--- src/rtl/mem_port_pkg.sv ---
// mem_port_pkg: shared FSM state, arbitration modes and I/O region selector
// for the byte-serialising memory port controller. No ports.
package mem_port_pkg;

    typedef enum logic [1:0] {
        IDLE,
        RD,
        WR
    } state_t;

    localparam int ARB_FIXED = 0;
    localparam int ARB_RR    = 1;

    // mem_a[17:16] value that selects the I/O region
    localparam logic [1:0] IO_SEL = 2'b11;

endpackage

--- src/rtl/mem_port_arbiter.sv ---
// mem_port_arbiter: combinational grant over req, fixed or round-robin.
// Ports: clk, rst, rdy, req, accept -> gnt_vld, gnt_idx.
module mem_port_arbiter
    import mem_port_pkg::*;
#(
    parameter  int N_PORTS  = 2,
    parameter  int ARB_MODE = ARB_FIXED,
    localparam int IW       = (N_PORTS > 1) ? $clog2(N_PORTS) : 1
) (
    input  logic               clk,
    input  logic               rst,
    input  logic               rdy,
    input  logic [N_PORTS-1:0] req,
    input  logic               accept,
    output logic               gnt_vld,
    output logic [IW-1:0]      gnt_idx
);

    logic [IW-1:0] ptr;
    logic [IW:0]   j;

    always_comb begin
        gnt_vld = |req;
        gnt_idx = '0;
        j       = '0;
        if (ARB_MODE == ARB_RR) begin
            // scan ptr+N down to ptr+1 so the closest requester wins
            for (int i = N_PORTS; i >= 1; i--) begin
                j = {1'b0, ptr} + (IW+1)'(i);
                if (j >= (IW+1)'(N_PORTS)) begin
                    j = j - (IW+1)'(N_PORTS);
                end
                if (req[j[IW-1:0]]) begin
                    gnt_idx = j[IW-1:0];
                end
            end
        end else begin
            for (int i = N_PORTS - 1; i >= 0; i--) begin
                if (req[i]) begin
                    gnt_idx = IW'(i);
                end
            end
        end
    end

    always_ff @(posedge clk) begin
        if (rst) begin
            ptr <= IW'(N_PORTS - 1);
        end else if (rdy && accept && gnt_vld) begin
            ptr <= gnt_idx;
        end
    end

endmodule

--- src/rtl/mem_port_ctrl.sv ---
// mem_port_ctrl: arbitrates N requesters onto one byte-wide memory bus.
// Ports: clk/rst/rdy, per-port req/we/addr/len/wdata -> done, rdata, busy; mem_din/dout/a/wr.
module mem_port_ctrl
    import mem_port_pkg::*;
#(
    parameter  int N_PORTS   = 2,
    parameter  int MAX_BYTES = 4,
    parameter  int ADDR_W    = 32,
    parameter  int ARB_MODE  = ARB_FIXED,
    localparam int LEN_W     = $clog2(MAX_BYTES) + 1
) (
    input  logic                           clk,
    input  logic                           rst,
    input  logic                           rdy,
    input  logic [N_PORTS-1:0]             req,
    input  logic [N_PORTS-1:0]             we,
    input  logic [N_PORTS*ADDR_W-1:0]      addr,
    input  logic [N_PORTS*LEN_W-1:0]       len,
    input  logic [N_PORTS*MAX_BYTES*8-1:0] wdata,
    output logic [N_PORTS-1:0]             done,
    output logic [MAX_BYTES*8-1:0]         rdata,
    output logic                           busy,
    input  logic [7:0]                     mem_din,
    output logic [7:0]                     mem_dout,
    output logic [ADDR_W-1:0]              mem_a,
    output logic                           mem_wr
);

    localparam int DW = MAX_BYTES * 8;
    localparam int IW = (N_PORTS > 1) ? $clog2(N_PORTS) : 1;
    // counts up to MAX_BYTES+1 read cycles
    localparam int CW = LEN_W + 1;

    state_t          state_q, state_d;
    logic [IW-1:0]   port_q, port_d;
    logic [ADDR_W-1:0] base_q, base_d;
    logic [CW-1:0]   n_q, n_d;
    logic [CW-1:0]   cnt_q, cnt_d;
    logic [DW-1:0]   wsh_q, wsh_d;
    logic [DW-1:0]   acc_q, acc_d;

    logic [N_PORTS-1:0] done_d;
    logic [DW-1:0]      rdata_d;
    logic               busy_d;
    logic [7:0]         dout_d;
    logic [ADDR_W-1:0]  mem_a_d;
    logic               wr_d;

    logic              gnt_vld;
    logic [IW-1:0]     gnt_idx;
    logic              sel_we;
    logic [ADDR_W-1:0] sel_addr;
    logic [LEN_W-1:0]  sel_len;
    logic [DW-1:0]     sel_wdata;
    logic [CW-1:0]     sel_n;
    logic [CW-1:0]     len_ext;
    logic [DW-1:0]     merge;

    mem_port_arbiter #(
        .N_PORTS  (N_PORTS),
        .ARB_MODE (ARB_MODE)
    ) u_arb (
        .clk     (clk),
        .rst     (rst),
        .rdy     (rdy),
        .req     (req),
        .accept  (state_q == IDLE),
        .gnt_vld (gnt_vld),
        .gnt_idx (gnt_idx)
    );

    always_comb begin
        sel_we    = 1'b0;
        sel_addr  = '0;
        sel_len   = '0;
        sel_wdata = '0;
        for (int i = 0; i < N_PORTS; i++) begin
            if (gnt_idx == IW'(i)) begin
                sel_we    = we[i];
                sel_addr  = addr[i*ADDR_W +: ADDR_W];
                sel_len   = len[i*LEN_W +: LEN_W];
                sel_wdata = wdata[i*DW +: DW];
            end
        end
    end

    assign len_ext = CW'(sel_len);

    always_comb begin
        if (len_ext == '0) begin
            sel_n = CW'(1);
        end else if (len_ext > CW'(MAX_BYTES)) begin
            sel_n = CW'(MAX_BYTES);
        end else begin
            sel_n = len_ext;
        end
    end

    // byte addressed at cycle k is on mem_din two counts later
    always_comb begin
        merge = acc_q;
        for (int k = 0; k < MAX_BYTES; k++) begin
            if (cnt_q == CW'(k + 2)) begin
                merge[8*k +: 8] = mem_din;
            end
        end
    end

    always_comb begin
        state_d = state_q;
        port_d  = port_q;
        base_d  = base_q;
        n_d     = n_q;
        cnt_d   = cnt_q;
        wsh_d   = wsh_q;
        acc_d   = acc_q;
        done_d  = '0;
        rdata_d = rdata;
        busy_d  = busy;
        dout_d  = mem_dout;
        mem_a_d = mem_a;
        wr_d    = mem_wr;
        unique case (state_q)
            IDLE: begin
                if (gnt_vld) begin
                    port_d  = gnt_idx;
                    base_d  = sel_addr;
                    n_d     = sel_n;
                    cnt_d   = CW'(1);
                    acc_d   = '0;
                    mem_a_d = sel_addr;
                    busy_d  = 1'b1;
                    wr_d    = sel_we;
                    dout_d  = sel_we ? sel_wdata[7:0] : 8'h00;
                    wsh_d   = sel_wdata >> 8;
                    state_d = sel_we ? WR : RD;
                end
            end
            RD: begin
                cnt_d = cnt_q + CW'(1);
                acc_d = merge;
                if (cnt_q < n_q) begin
                    mem_a_d = base_q + ADDR_W'(cnt_q);
                end else begin
                    mem_a_d = '0;
                end
                if (cnt_q == n_q + CW'(1)) begin
                    for (int i = 0; i < N_PORTS; i++) begin
                        if (port_q == IW'(i)) begin
                            done_d[i] = 1'b1;
                        end
                    end
                    rdata_d = merge;
                    busy_d  = 1'b0;
                    state_d = IDLE;
                end
            end
            WR: begin
                if (cnt_q < n_q) begin
                    mem_a_d = base_q + ADDR_W'(cnt_q);
                    dout_d  = wsh_q[7:0];
                    wsh_d   = wsh_q >> 8;
                    cnt_d   = cnt_q + CW'(1);
                end else begin
                    for (int i = 0; i < N_PORTS; i++) begin
                        if (port_q == IW'(i)) begin
                            done_d[i] = 1'b1;
                        end
                    end
                    wr_d    = 1'b0;
                    mem_a_d = '0;
                    dout_d  = 8'h00;
                    busy_d  = 1'b0;
                    state_d = IDLE;
                end
            end
            default: state_d = IDLE;
        endcase
    end

    always_ff @(posedge clk) begin
        if (rst) begin
            state_q  <= IDLE;
            port_q   <= '0;
            base_q   <= '0;
            n_q      <= '0;
            cnt_q    <= '0;
            wsh_q    <= '0;
            acc_q    <= '0;
            done     <= '0;
            rdata    <= '0;
            busy     <= 1'b0;
            mem_dout <= 8'h00;
            mem_a    <= '0;
            mem_wr   <= 1'b0;
        end else if (rdy) begin
            state_q  <= state_d;
            port_q   <= port_d;
            base_q   <= base_d;
            n_q      <= n_d;
            cnt_q    <= cnt_d;
            wsh_q    <= wsh_d;
            acc_q    <= acc_d;
            done     <= done_d;
            rdata    <= rdata_d;
            busy     <= busy_d;
            mem_dout <= dout_d;
            mem_a    <= mem_a_d;
            mem_wr   <= wr_d;
        end
    end

endmodule

--- config.mk ---
export PLATFORM = sky130hd
export DESIGN_NAME = mem_port_ctrl
export DESIGN_NICKNAME = d
export VERILOG_FILES = /design/src/rtl/mem_port_pkg.sv /design/src/rtl/mem_port_arbiter.sv /design/src/rtl/mem_port_ctrl.sv
export SDC_FILE = /design/constraint.sdc
export NUM_CORES = 1
export LEC_CHECK = 0
export CORE_MARGIN = 2
export CORE_UTILIZATION = 54
export CTS_CLUSTER_SIZE = 30
export DETAILED_ROUTE_END_ITERATION = 6
export PLACE_DENSITY = 0.89
export SLEW_MARGIN = 15
export SYNTH_ARGS = -nofsm -noshare
export SYNTH_HDL_FRONTEND = slang
export SYNTH_SLANG_ARGS = --single-unit
export TNS_END_PERCENT = 30
--- constraint.sdc ---
create_clock -name clk -period 5.9 [get_ports clk]
set_clock_uncertainty 0.05 [all_clocks]
set_input_delay 0.59 -clock clk [delete_from_list [all_inputs] [get_ports clk]]
set_output_delay 0.59 -clock clk [all_outputs]
set_load 0.05 [all_outputs]
Word level (Yosys, flattened, before mapping)
Index checks and enable logic that the tools add are counted.
{"block": "word_totals", "input_bits": 149, "regBits": 183, "wordCells": 90, "out_inout_bits": 76}
{"block": "op_classes", "mux": 43, "n_lt_le_gt_ge": 2, "n_addsub": 3, "eq_ne": 11, "n_reduce_logical": 18}
{"op": "2-to-1 mux 32 bit", "count": 7}
{"op": "one-hot mux 32 bit (2 select lines)", "count": 3}
{"op": "2-to-1 mux 8 bit", "count": 7}
{"op": "adder 32 x 4 -> 32 bit", "count": 1}
{"op": "one-hot mux 8 bit (2 select lines)", "count": 1}
{"op": "AND reduction 4 bit", "count": 4}
{"op": "AND reduction 3 bit", "count": 5}
{"op": "2-to-1 mux 2 bit", "count": 6}
{"op": "one-hot mux 4 bit (3 select lines)", "count": 1}
{"op": "2-to-1 mux 1 bit", "count": 9}
{"op": "2-to-1 mux 3 bit", "count": 3}
{"op": "adder 4 x 1 -> 4 bit (second input constant)", "count": 2}
{"op": "equality test 4 x 2 -> 1 bit (second input constant)", "count": 2}
{"op": "equality test 4 x 3 -> 1 bit (second input constant)", "count": 2}
{"op": "2-to-1 mux 4 bit", "count": 2}
{"op": "!= test 2 bit (second input constant)", "count": 4}
{"op": "one-hot mux 2 bit (3 select lines)", "count": 1}
{"op": "nonzero test 2 bit", "count": 3}
{"op": "AND reduction 5 bit", "count": 1}
{"op": "equality test 4 bit", "count": 1}
{"op": "zero test 4 bit", "count": 1}
{"op": "< comparator 4 bit", "count": 1}
{"op": "one-hot mux 2 bit (2 select lines)", "count": 1}
{"op": "OR reduction 2 bit", "count": 2}
{"op": "7 further kinds", "count": 7}

Depth between registers and ports, before layout
Gate-level depths: netlist (run 1).
{"block": "depth", "word_depth": 6, "depth_mapped": 10, "ltp_nobuf": 8}

Cells and area by module
Synthesis (run 1) repeated with hierarchy kept, for this count alone.
{"block": "hier_totals", "cells_unflattened": 1020, "area_unflattened_um2": 8803.4}
{"mod": "mem_port_ctrl", "area_per_inst_um2": 8790.9, "cells_each": 1018, "n_inst": 1}
{"mod": "mem_port_arbiter", "area_per_inst_um2": 12.5, "cells_each": 2, "n_inst": 1}

Least setup slack after synthesis (run 1)
Ideal clock, no wire load.
{"block": "synth_timing", "path_kind": "flip-flop to flip-flop", "start": "register cnt_q[1]", "end": "register mem_a[14]", "n_path_buf": 0, "arrival_time_ns": 2.340, "setup_slack_ns": 3.419, "setup_time_ns": 0.091, "stages_incl_launch_ff": 8, "period_less_slack_ns": 2.481, "cell_sequence": "dfxtp_1 > inv_1 > fa_1 > nand2b_1 > a21oi_1 > nand2_1 > or4_1 > a311oi_1"}
{"block": "synth_between", "elab_chain_len": 3}
{"element": "start, declared", "line": "mem_port_ctrl.sv:38", "text": "logic [CW-1:0] cnt_q, cnt_d;"}
{"element": "start signal, assigned", "line": "mem_port_ctrl.sv:201", "text": "cnt_q <= cnt_d;"}
{"element": "adder 32 x 4 -> 32 bit / < comparator 4 bit (equally long branches)"}
{"element": "2-to-1 mux 32 bit (*)", "line": "mem_port_ctrl.sv:142, mem_port_ctrl.sv:159"}
{"element": "one-hot mux 32 bit (2 select lines) (*)", "line": "mem_port_ctrl.sv:123", "text": "unique case (state_q)"}
{"element": "end signal, assigned", "line": "mem_port_ctrl.sv:208", "text": "mem_a <= mem_a_d;"}
{"element": "end, declared", "line": "mem_port_ctrl.sv:25", "text": "output logic [ADDR_W-1:0] mem_a,"}
Every way passes the cells marked *; elsewhere a longest branch is shown, timed or not.
A chain may end at the register's enable or synchronous reset.

Worst setup path in the final report (run 1)
{"block": "layout_timing", "start": "register state_q[0]", "end": "register mem_dout[4]"}
{"block": "layout_between", "elab_chain_len": 3}
{"element": "start, declared", "line": "mem_port_ctrl.sv:34", "text": "state_t state_q, state_d;"}
{"element": "start signal, assigned", "line": "mem_port_ctrl.sv:197", "text": "state_q <= state_d;"}
{"element": "equality test 2 bit / zero test 2 bit (equally long branches)", "line": "mem_port_ctrl.sv:123"}
{"element": "nonzero test 2 bit (no source line) / != test 2 bit (equally long branches)"}
{"element": "AND reduction 3 bit (no source line)"}
{"element": "end signal, assigned", "line": "mem_port_ctrl.sv:207", "text": "mem_dout <= dout_d;"}
{"element": "end, declared", "line": "mem_port_ctrl.sv:24", "text": "output logic [7:0] mem_dout,"}
Several ways; a longest one is shown, not always the timed one.

==> summary.md, run 1 <==
| Metric | Value |
|---|---|
| Critical path arrival | `around 3.9 ns` |
| Via density | `6.02` |
| Cells after Synth | `1,095` |
| Worst-path cell chain | `inv_1 -> ha_1 -> clkinv_1 -> a21oi_1 -> nor2_1 -> a211oi_1` |
| Starting Density | `54.7%` |
| Final setup margin | `2.31 ns` |
| Critical path's top delay family | `compound AO/OA/AOI/OAI gates` |
| Peak supply drop | `0.224 mV` |
| Clk slew on worst S/H paths | `0.07 ns` |
| Hold Worst Slack | `just over 0.4 ns` |
| First DRT Iteration DRCs | `771` |
| Antenna Violating Nets Remaining | `0` |
| Clk_lat worst skew | `0.43 ns` |
| Part of the power in the clock network | `35.7%` |
| Setup tns final | `0 ns` |
| Worst path required time | `6.19 ns` |
| Final hold viol count | `0` |
| R2r setup slk | `2.31 ns` |
| Syn_nets | `1,261` |
| CP Capture Type | `flip-flop` |
| Switching power | `1.05 mW` |
| Antenna diodes | `0` |
| Vias in the first global route | `8,298` |
| Reg power frac | `41.0%` |
| Kind of critical path | `reg2reg` |
| Sw frac | `32.1%` |
| Post-DP Area | `11,200 sq um` |
| Synth cell types | `62` |
| Wire per inst | `17.3 um` |
| Num CTS Buffers | `17` |
| Final setup violation count | `0` |
| IO Pins | `225` |
| Crit path max fanout | `34` |
| Run status | `finished clean` |
| Worst stage delay on the critical path | `between 1 and 1.5 ns` |
| Hold_buf cts | `0` |
| Crit-path slowest cell | `a21oi_1` |
| TritonCTS clock tree | `built` |
| Yosys Warn Count | `0` |
| Share of layout cells above drive strength 1 | `7.81%` |
| Overall Power | `3.26 mW` |
| Fmax | `between 200 and 300 MHz` |
| Post-Place Cells | `1,455` |
| RSZ-0062 raised after global routing | `no` |
| H-tree depth | `4` |
| Via count | `slightly below 9k` |
| HP Class | `reg2reg` |
| Final #Nets | `1,420` |
| Routability cong. | `about 0.9` |
| Post-CTS Setup Inserts | `0` |
| Final wirelength | `25.7 mm` |
| Max Cap Violations | `0` |
| Async SR Flop Fraction | `0%` |
| # rows | `47` |
| Largest net degree at the start of global routing | `76` |
| Rel. slew slack | `~27%` |
| CORE AREA | `16,400 sq um` |
| Internal power | `2.21 mW` |
| Minimum clock period | `3.59 ns` |
| Clk buf depth | `2` |
| Synth Cell Area | `8970 sq um` |
| Synth Flop Type | `dfxtp_1` |
| Die Ht | `133 um` |
| Combinational Power Share | `23.3%` |
| Pre-CTS setup slack | `2.43 ns` |
| Clock sink count | `174` |
| First-pass GRT wire length | `slightly above 40 mm` |
| Max Slew Vio Count | `0` |
| First-pass iteration count of the detailed router | `6` |
| Chip width | `133 um` |
| Crit share post-route | `60.9%` |
| Resized cells post-CTS | `0` |
| Design Area, Final | `11,800 sq um` |
| Root buffer cell | `clkbuf_16` |
| Register area share after synthesis | `38.8%` |
| GRT Residual Overflow | `0` |
| WP buf/inv | `2` |
| Overall die area | `approximately 18,000 sq um` |
| Hpwl dp | `17.3 mm` |
| Leakage | `~4.3 nW` |
| DRC | `0` |
| Non-Filler Instances | `1,487` |
| P&R area growth vs syn | `31.6%` |
| I/O Buffers | `224` |
| PwrDens | `approximately 280 nW/um^2` |
| EDFF count, synth | `0` |
| Initial antenna violation count | `0` |
| Register bit count reported by yosys | `174` |
| Worst-Margin Slew | `1.10 ns` |
| Worst setup SP type | `flip-flop` |
| Tot GR Track Use | `28.5%` |
| Mapped Avg Cell Area | `slightly above 8 sq um` |
| Final core occ | `about 72%` |
-- cells in the mapped netlist (22+ instances only) --
cell type | instances | area share (%)
nor2_1 | 139 | 5.8
nor3_1 | 24 | 1.3
o211ai_1 | 25 | 2.1
dfxtp_1 | 174 | 39
o21ai_0 | 42 | 2.3
a211oi_1 | 30 | 2.5
a21oi_1 | 68 | 3.8
nand3_1 | 37 | 2.1
clkbuf_1 | 64 | 2.7
inv_1 | 22 | 0.92
nand2_1 | 128 | 5.4
mux2i_1 | 44 | 4.9
a22oi_1 | 33 | 2.8
a211oi_2 | 28 | 3.9
-- path summary, 6_finish.rpt --
path / startpoint / end / cells past startpoint
max reg2reg: state_q[0] / mem_dout[4] / 6
min: wsh_q[11] / wsh_q[11] / 2
min reg2reg: wsh_q[11] / wsh_q[11] / 2
max: state_q[0] / mem_dout[4] / 6
-- worst min-delay path, delay by kind of cell, from the launching register on --
| family | cells | cell delay [ns] |
|---|---|---|
| DFF | 1 | 0.31 |
| and+or+nand+nor | 1 | 0.05 |
| AOI/OAI and AO/OA | 1 | 0.05 |
-- cells by family after synthesis --
kind of cell	share of synthesized area [%]
fa+ha+maj	2.45
simple gates	22.2
buf+inv	5.33
mux	4.91
xor+xnor	1.85
flops	38.8
compound gates	24.4
-- metal layers --
metal	vias up	track usage, %	wire (um)
met5	-	0	0
met4	0	13.3	956
met3	83	5.33	1930
met2	458	44.6	11900
met1	4127	38.2	10900
li1	4286	-	-
-- registers in the layout, indices dropped and copies added, names as in the netlist, 2 cells and up --
name / cells
acc_q: 32
base_q: 32
mem_a: 32
rdata: 32
wsh_q: 24
mem_dout: 8
cnt_q: 4
n_q: 3
done: 2
state_q: 2
-- layout by cell type, fill, tap and decap left out, types with 22 or more instances in the layout --
cell type / synthesis / routed
a21oi_1: 68 / 67
nor3_1: 24 / 23
nand3_1: 37 / 37
a211oi_2: 28 / 28
nand2_1: 128 / 128
mux2i_1: 44 / 44
o21ai_0: 42 / 42
a211oi_1: 30 / 30
a22oi_1: 33 / 33
clkdlybuf4s50_1: 0 / 223
nor2_1: 139 / 137
inv_1: 22 / 22
o211ai_1: 25 / 25
dfxtp_1: 174 / 174
-- power groups by stage --
stage,registers (mW),logic (mW),clock network [mW]
CTS,1.33,0.754,1.16
global placement,1.36,0.735,0
floorplan,1.48,0.342,0
detailed placement,1.36,0.749,0
global route,1.34,0.816,1.22
finish,1.34,0.759,1.16
-- area by class of cell --
class	instances	area, sq um
multi-input cells	805	5040
fillers	1192	4600
flip-flops and latches	174	3480
repair buffers	233	2310
clock buffers	18	439
well taps	220	275
clock inverters	14	174
inverters	23	86.3
(Power assumes the default switching activity.)
==> run 2: changes to the inputs <==
--- a/config.mk
+++ b/config.mk
@@ -6,10 +6,10 @@
 export NUM_CORES = 1
 export LEC_CHECK = 0
 export CORE_MARGIN = 2
-export CORE_UTILIZATION = 54
+export CORE_UTILIZATION = 45
 export CTS_CLUSTER_SIZE = 30
 export DETAILED_ROUTE_END_ITERATION = 6
-export PLACE_DENSITY = 0.89
+export PLACE_DENSITY = 0.79
 export SLEW_MARGIN = 15
 export SYNTH_ARGS = -nofsm -noshare
 export SYNTH_HDL_FRONTEND = slang
==> constraint.sdc (replaced) <==
create_clock -name clk -period 2.95 [get_ports clk]
set_clock_uncertainty 0.05 [all_clocks]
set_input_delay 0.295 -clock clk [delete_from_list [all_inputs] [get_ports clk]]
set_output_delay 0.295 -clock clk [all_outputs]
set_load 0.05 [all_outputs]
==> run 2 against run 1 <==
Compared with the run above: worst setup slack got worse by 1.9 ns; die area increased by 19%; clock-buffer cell count down 1; non-clock buffer count is 24 higher; register-to-register slack got worse by 1.9 ns; largest cell class unchanged; highest routed layer unchanged.
==> summary.md, run 2 (same netlist as run 1, synthesis figures left out) <==
| Metric | Value |
|---|---|
| Root buffer cell | `clkbuf_16` |
| P&R area growth vs syn | `34.6%` |
| Num CTS Buffers | `17` |
| First-pass GRT wire length | `42.3 mm` |
| CORE AREA | `19,500 sq um` |
| Clk_lat worst skew | `0.43 ns` |
| Worst-Margin Slew | `1.03 ns` |
| Crit share post-route | `87.7%` |
| PwrDens | `541 nW/um^2` |
| Post-Place Cells | `about 1.5k` |
| Clock sink count | `174` |
| I/O Buffers | `about 220` |
| Starting Density | `between 40% and 50%` |
| Run status | `finished clean` |
| Tot GR Track Use | `24.3%` |
| GRT Residual Overflow | `0` |
| # rows | `51` |
| Clk slew on worst S/H paths | `0.08 ns` |
| Clk buf depth | `2` |
| Fmax | `387 MHz` |
| Post-DP Area | `11,500 sq um` |
| IO Pins | `~230` |
| Commonest non-fill, non-tap cell in the layout | `clkdlybuf4s50_1` |
| Antenna Violating Nets Remaining | `0` |
| Design Area, Final | `approximately 12,000 sq um` |
| Most frequent CP cell | `nor2_1` |
| Wire per inst | `roughly 17 um` |
| Critical path's top delay family | `simple AND/OR/NAND/NOR gates` |
| Hpwl dp | `between 15 and 20 mm` |
| RSZ-0062 raised after global routing | `no` |
| Final wirelength | `26.2 mm` |
| Fillcell total | `1,722` |
| Initial antenna violation count | `1` |
| Most frequent cells in the layout | `clkdlybuf4s50_1 (223), dfxtp_1 (174), nor2_1 (137), nand2_1 (128), a21oi_1 (68)` |
| Final hold viol count | `0` |
| Worst setup SP type | `flip-flop` |
| WHS Path Cells | `2` |
| Kind of critical path | `reg2reg` |
| Resized cells post-CTS | `0` |
| First DRT Iteration DRCs | `614` |
| Setup tns final | `0 ns` |
| Post-CTS Setup Inserts | `0` |
| Worst path required time | `about 3.3 ns` |
| Sequential Area | `between 3000 and 4000 sq um` |
| Worst stage delay on the critical path | `0.56 ns` |
| DRC | `0` |
| Routability cong. | `0.933` |
| Max Cap Violations | `0` |
| Max Slew Vio Count | `0` |
| Critical path arrival | `2.90 ns` |
| Peak supply drop | `0.326 mV` |
| Vias in the first global route | `approximately 8.2k` |
| Die Ht | `145 um` |
| TritonCTS clock tree | `built` |
| Largest net degree at the start of global routing | `74` |
| First-pass iteration count of the detailed router | `5` |
| Leakage | `4.45 nW` |
| Hold_buf cts | `0` |
| Non-Filler Instances | `about 1.6k` |
| Register-to-Register Path Depth | `7` |
| Chip width | `145 um` |
| Overall Power | `~6.5 mW` |
| Final setup margin | `approximately 0.36 ns` |
| Rel. slew slack | `a little over 30%` |
| CP Capture Type | `flip-flop` |
| Pre-CTS setup slack | `around 0.4 ns` |
| WP buf/inv | `1` |
| Via density | `5.67` |
| WP depth | `7` |
| Worst-path cell chain | `inv_1 -> ha_1 -> or3b_2 -> and4_1 -> nor2_1 -> a22oi_1 -> nor2_1` |
| Minimum clock period | `2.59 ns` |
| Final setup violation count | `0` |
| Via count | `just under 9k` |
| Overall die area | `roughly 21,000 sq um` |
| HP Class | `in2reg` |
| Crit-path slowest cell | `or3b_2` |
| Share of layout cells above drive strength 1 | `9.37%` |
| Final #Nets | `1,444` |
| Area of the multi-input gates | `5040 sq um` |
| Crit path max fanout | `9` |
| H-tree depth | `4` |
-- run 2: worst paths after layout --
path | from | end | slack [ns]
max | state_q[0] | acc_q[5] | 0.36
min | rst | acc_q[11] | 0.24
max reg2reg | state_q[0] | acc_q[5] | 0.36
min reg2reg | wsh_q[14] | wsh_q[14] | 0.41
-- run 2: metrics by stage --
| stage | hold WS, ns | util [%] |
|---|---|---|
| after floorplan | 0.386 | - |
| after global placement | 0.387 | 58.7 |
| after detailed placement | 0.399 | 58.7 |
| after CTS | 0.230 | 61.8 |
| after global routing | 0.254 | 61.8 |
| final | 0.245 | 61.8 |
-- run 2: layer usage --
layer  track usage, %  part of all wire, %
met4             9.71                  2.3
met2             39.4                   47
met3             4.06                  6.5
met1             32.3                   44
met5                0                    0
-- run 2: cell type report --
type                    count  area share (%)
diodes                      1          0.0207
clock buffers              17            3.52
clock inverters            15            1.54
inverters                  23           0.715
multi-input cells         805            41.7
flip-flops and latches    174            28.8
well taps                 265            2.75
repair buffers            257            20.9
-- run 2: worst reg2reg max path, stage by stage (launching register included) --
cell and delay [ns]:
dfxtp_1 0.34, inv_1 0.08, ha_1 0.33, or3b_2 0.56
and4_1 0.36, nor2_1 0.50, a22oi_1 0.16, nor2_1 0.14
-- run 2: report_power, final --
part / internal [mW] / switching, mW / leakage, nW
Combinational: 0.629 / 0.924 / 2.73
Clock: 1.22 / 1.09 / 0.297
Sequential: 2.52 / 0.146 / 1.42
==> run 3: changes to the inputs <==
--- a/config.mk
+++ b/config.mk
@@ -9,7 +9,8 @@
 export CORE_UTILIZATION = 45
 export CTS_CLUSTER_SIZE = 30
 export DETAILED_ROUTE_END_ITERATION = 6
-export PLACE_DENSITY = 0.79
+export GPL_TIMING_DRIVEN = 0
+export PLACE_DENSITY = 0.74
 export SLEW_MARGIN = 15
 export SYNTH_ARGS = -nofsm -noshare
 export SYNTH_HDL_FRONTEND = slang
==> constraint.sdc (replaced) <==
create_clock -name clk -period 2.95 [get_ports clk]
set_clock_uncertainty 0.05 [all_clocks]
set_input_delay 0.295 -clock clk [delete_from_list [all_inputs] [get_ports clk]]
set_output_delay 0.295 -clock clk [all_outputs]
set_load 0.1 [all_outputs]
==> run 3 against run 2 <==
Compared with the run above: combinational power rose by 23%; die area did not move; core utilization rose by 0.14 points; sequential power barely moved; final cell count rose by 3.3%; register-to-register slack got worse by 0.24 ns; worst hold slack improved by 0.069 ns; via count rose by 6.0%; clock power fell by 2%; routed wire length rose by 15%; sequential share of layout area fell by 0.066 points; largest cell class unchanged; highest routed layer unchanged.
==> summary.md, run 3 (same netlist as run 1, synthesis figures left out) <==
| Metric | Value |
|---|---|
| Worst-Margin Slew | `around 1.1 ns` |
| Share of layout cells above drive strength 1 | `8.34%` |
| Fmax | `348 MHz` |
| CORE AREA | `about 20,000 sq um` |
| Crit share post-route | `97.3%` |
| H-tree depth | `4` |
| Via count | `9,359` |
| Wire per inst | `18.7 um` |
| R2r setup slk | `0.12 ns` |
| Hold endpoint | `acc_q[1]` |
| HP Class | `in2reg` |
| Final setup margin | `approximately 0.080 ns` |
| Largest net degree at the start of global routing | `20` |
| Hpwl dp | `22.3 mm` |
| P&R area growth vs syn | `34.9%` |
| WHS Path Cells | `3` |
| Worst r2r src | `state_q[1]` |
| Leakage | `around 4.4 nW` |
| Initial antenna violation count | `1` |
| I/O Buffers | `215` |
| TritonCTS clock tree | `built` |
| Part of the power in the clock network | `33.1%` |
| Routability cong. | `roughly 0.96` |
| Most frequent cells in the layout | `clkdlybuf4s50_1 (215), dfxtp_1 (174), nor2_1 (137), nand2_1 (128), a21oi_1 (65)` |
| Max Slew Vio Count | `0` |
| RSZ-0062 raised after global routing | `yes` |
| Num CTS Buffers | `17` |
| Commonest non-fill, non-tap cell in the layout | `clkdlybuf4s50_1` |
| First-pass iteration count of the detailed router | `7` |
| Design Area, Final | `between 10,000 and 15,000 sq um` |
| Sw frac | `37.5%` |
| Chip width | `145 um` |
| Starting Density | `a little under half` |
| Crit path max fanout | `10` |
| Combinational Power Share | `27.9%` |
| Final #Nets | `1,496` |
| Antenna Violating Nets Remaining | `0` |
| Final wirelength | `roughly 30 mm` |
| Clk_lat worst skew | `0.44 ns` |
| Crit Reg-Reg Endpoint | `mem_a[3]` |
| Reg power frac | `between 30% and 40%` |
| First DRT Iteration DRCs | `671` |
| Final hold viol count | `0` |
| Register-to-Register Path Depth | `10` |
| CP Capture Type | `flip-flop` |
| Worst setup SP type | `primary input` |
| Root buffer cell | `clkbuf_16` |
| Critical path arrival | `3.18 ns` |
| Vias in the first global route | `8,556` |
| Hold_buf cts | `0` |
| Internal power | `4.27 mW` |
| Tot GR Track Use | `27.7%` |
| Switching power | `2.57 mW` |
| First-pass GRT wire length | `47.0 mm` |
| Hold Worst Slack | `0.314 ns` |
| Clk buf depth | `2` |
| Pre-CTS setup slack | `-0.784 ns` |
| Hold path start | `mem_din[1]` |
| PwrDens | `565 nW/um^2` |
| Minimum clock period | `about 2.9 ns` |
| Overall Power | `just under 7 mW` |
| Die Ht | `145 um` |
| GRT Residual Overflow | `0` |
| Overall die area | `21,100 sq um` |
| Final setup violation count | `0` |
| Kind of critical path | `in2reg` |
| Run status | `finished clean` |
| Clk slew on worst S/H paths | `~0.080 ns` |
| # rows | `51` |
| DRC | `0` |
| IO Pins | `around 230` |
| Rel. slew slack | `24.5%` |
| Via density | `~5.8` |
| Post-DP Area | `11,500 sq um` |
| Worst path required time | `between 3 and 4 ns` |
| Max Cap Violations | `0` |
| Clock sink count | `174` |
| Peak supply drop | `between 0.4 and 0.5 mV` |
run 3: cell count changes in the layout (fill, tap and decap cells not counted), moves of 2 or more:
cell             previous run  this run
clkbuf_2                    0         9
buf_1                       0        15
buf_12                      3         0
buf_6                       0         3
a21oi_2                     0         2
buf_2                       0         8
clkbuf_1                    0        55
a21oi_1                    68        65
buf_4                      31         4
clkdlybuf4s50_1           223       215
run 3: what timing repair did:
action                     4_1_cts  5_1_grt
setup endpoints to repair       41       42
resized for setup                8       15
pin swaps                        0        1
cloned                           0        0
buffers inserted                 0        1
run 3: metal layers:
| metal | vias up | track usage (%) | wire (um) | part of all wire (%) |
|---|---|---|---|---|
| met5 | - | 0 | 0 | 0 |
| met2 | 386 | 44.8 | 13900 | 46 |
| met4 | 0 | 6.91 | 487 | 1.6 |
| li1 | 4441 | - | - | - |
| met3 | 34 | 4.65 | 2190 | 7.3 |
| met1 | 4498 | 38.7 | 13500 | 45 |
run 3: power groups by stage:
stage | registers, mW | logic, mW | clock network (mW)
6_report | 2.67 | 1.91 | 2.27
5_1_grt | 2.69 | 2.02 | 2.38
4_1_cts | 2.66 | 1.89 | 2.28
3_5_place_dp | 2.72 | 1.87 | 0
3_3_place_gp | 2.71 | 1.86 | 0
2_1_floorplan | 3.26 | 0.685 | 0
run 3: cell type report:
cell class | instances | area, sq um
fill | 1742 | 7420
tap | 265 | 332
timing repair buffer | 216 | 2160
clock inverter | 15 | 166
buffer | 93 | 404
multi-input combinational | 805 | 5040
sequential | 174 | 3480
clock buffer | 17 | 425
antenna | 1 | 2.50
inverter | 23 | 86.3
run 3: stage by stage:
step | std cells | utilization (%) | setup TNS, ns
after global routing | 1609 | 62.0 | -0.289
final | 1609 | 62.0 | 0
after CTS | 1607 | 61.8 | 0
after global placement | 1575 | 58.7 | -26.49
after detailed placement | 1575 | 58.7 | -28.95
after floorplan | 1095 | - | 0
run 3: worst max-delay path, cell delays in order:
cell and delay, ns:
clkdlybuf4s50_1 0.54, nor2b_1 0.16, clkbuf_1 0.45, buf_1 0.74, clkbuf_1 0.41, nand2_1 0.10
nand3_1 0.21, nand2_1 0.09, a21oi_1 0.18
run 3: worst max path at each step:
| stage | startpoint | endpoint | slack, ns | cells past startpoint |
|---|---|---|---|---|
| finish | req[1] | mem_a[20] | 0.08 | 9 |
| global placement | rdy | port_q | -0.81 | 8 |
| detailed placement | rdy | n_q[1] | -0.78 | 7 |
| global route | state_q[1] | mem_a[27] | -0.06 | 10 |
| floorplan | cnt_q[1] | mem_a[14] | 0.47 | 7 |
| CTS | state_q[0] | base_q[22] | 0.06 | 8 |
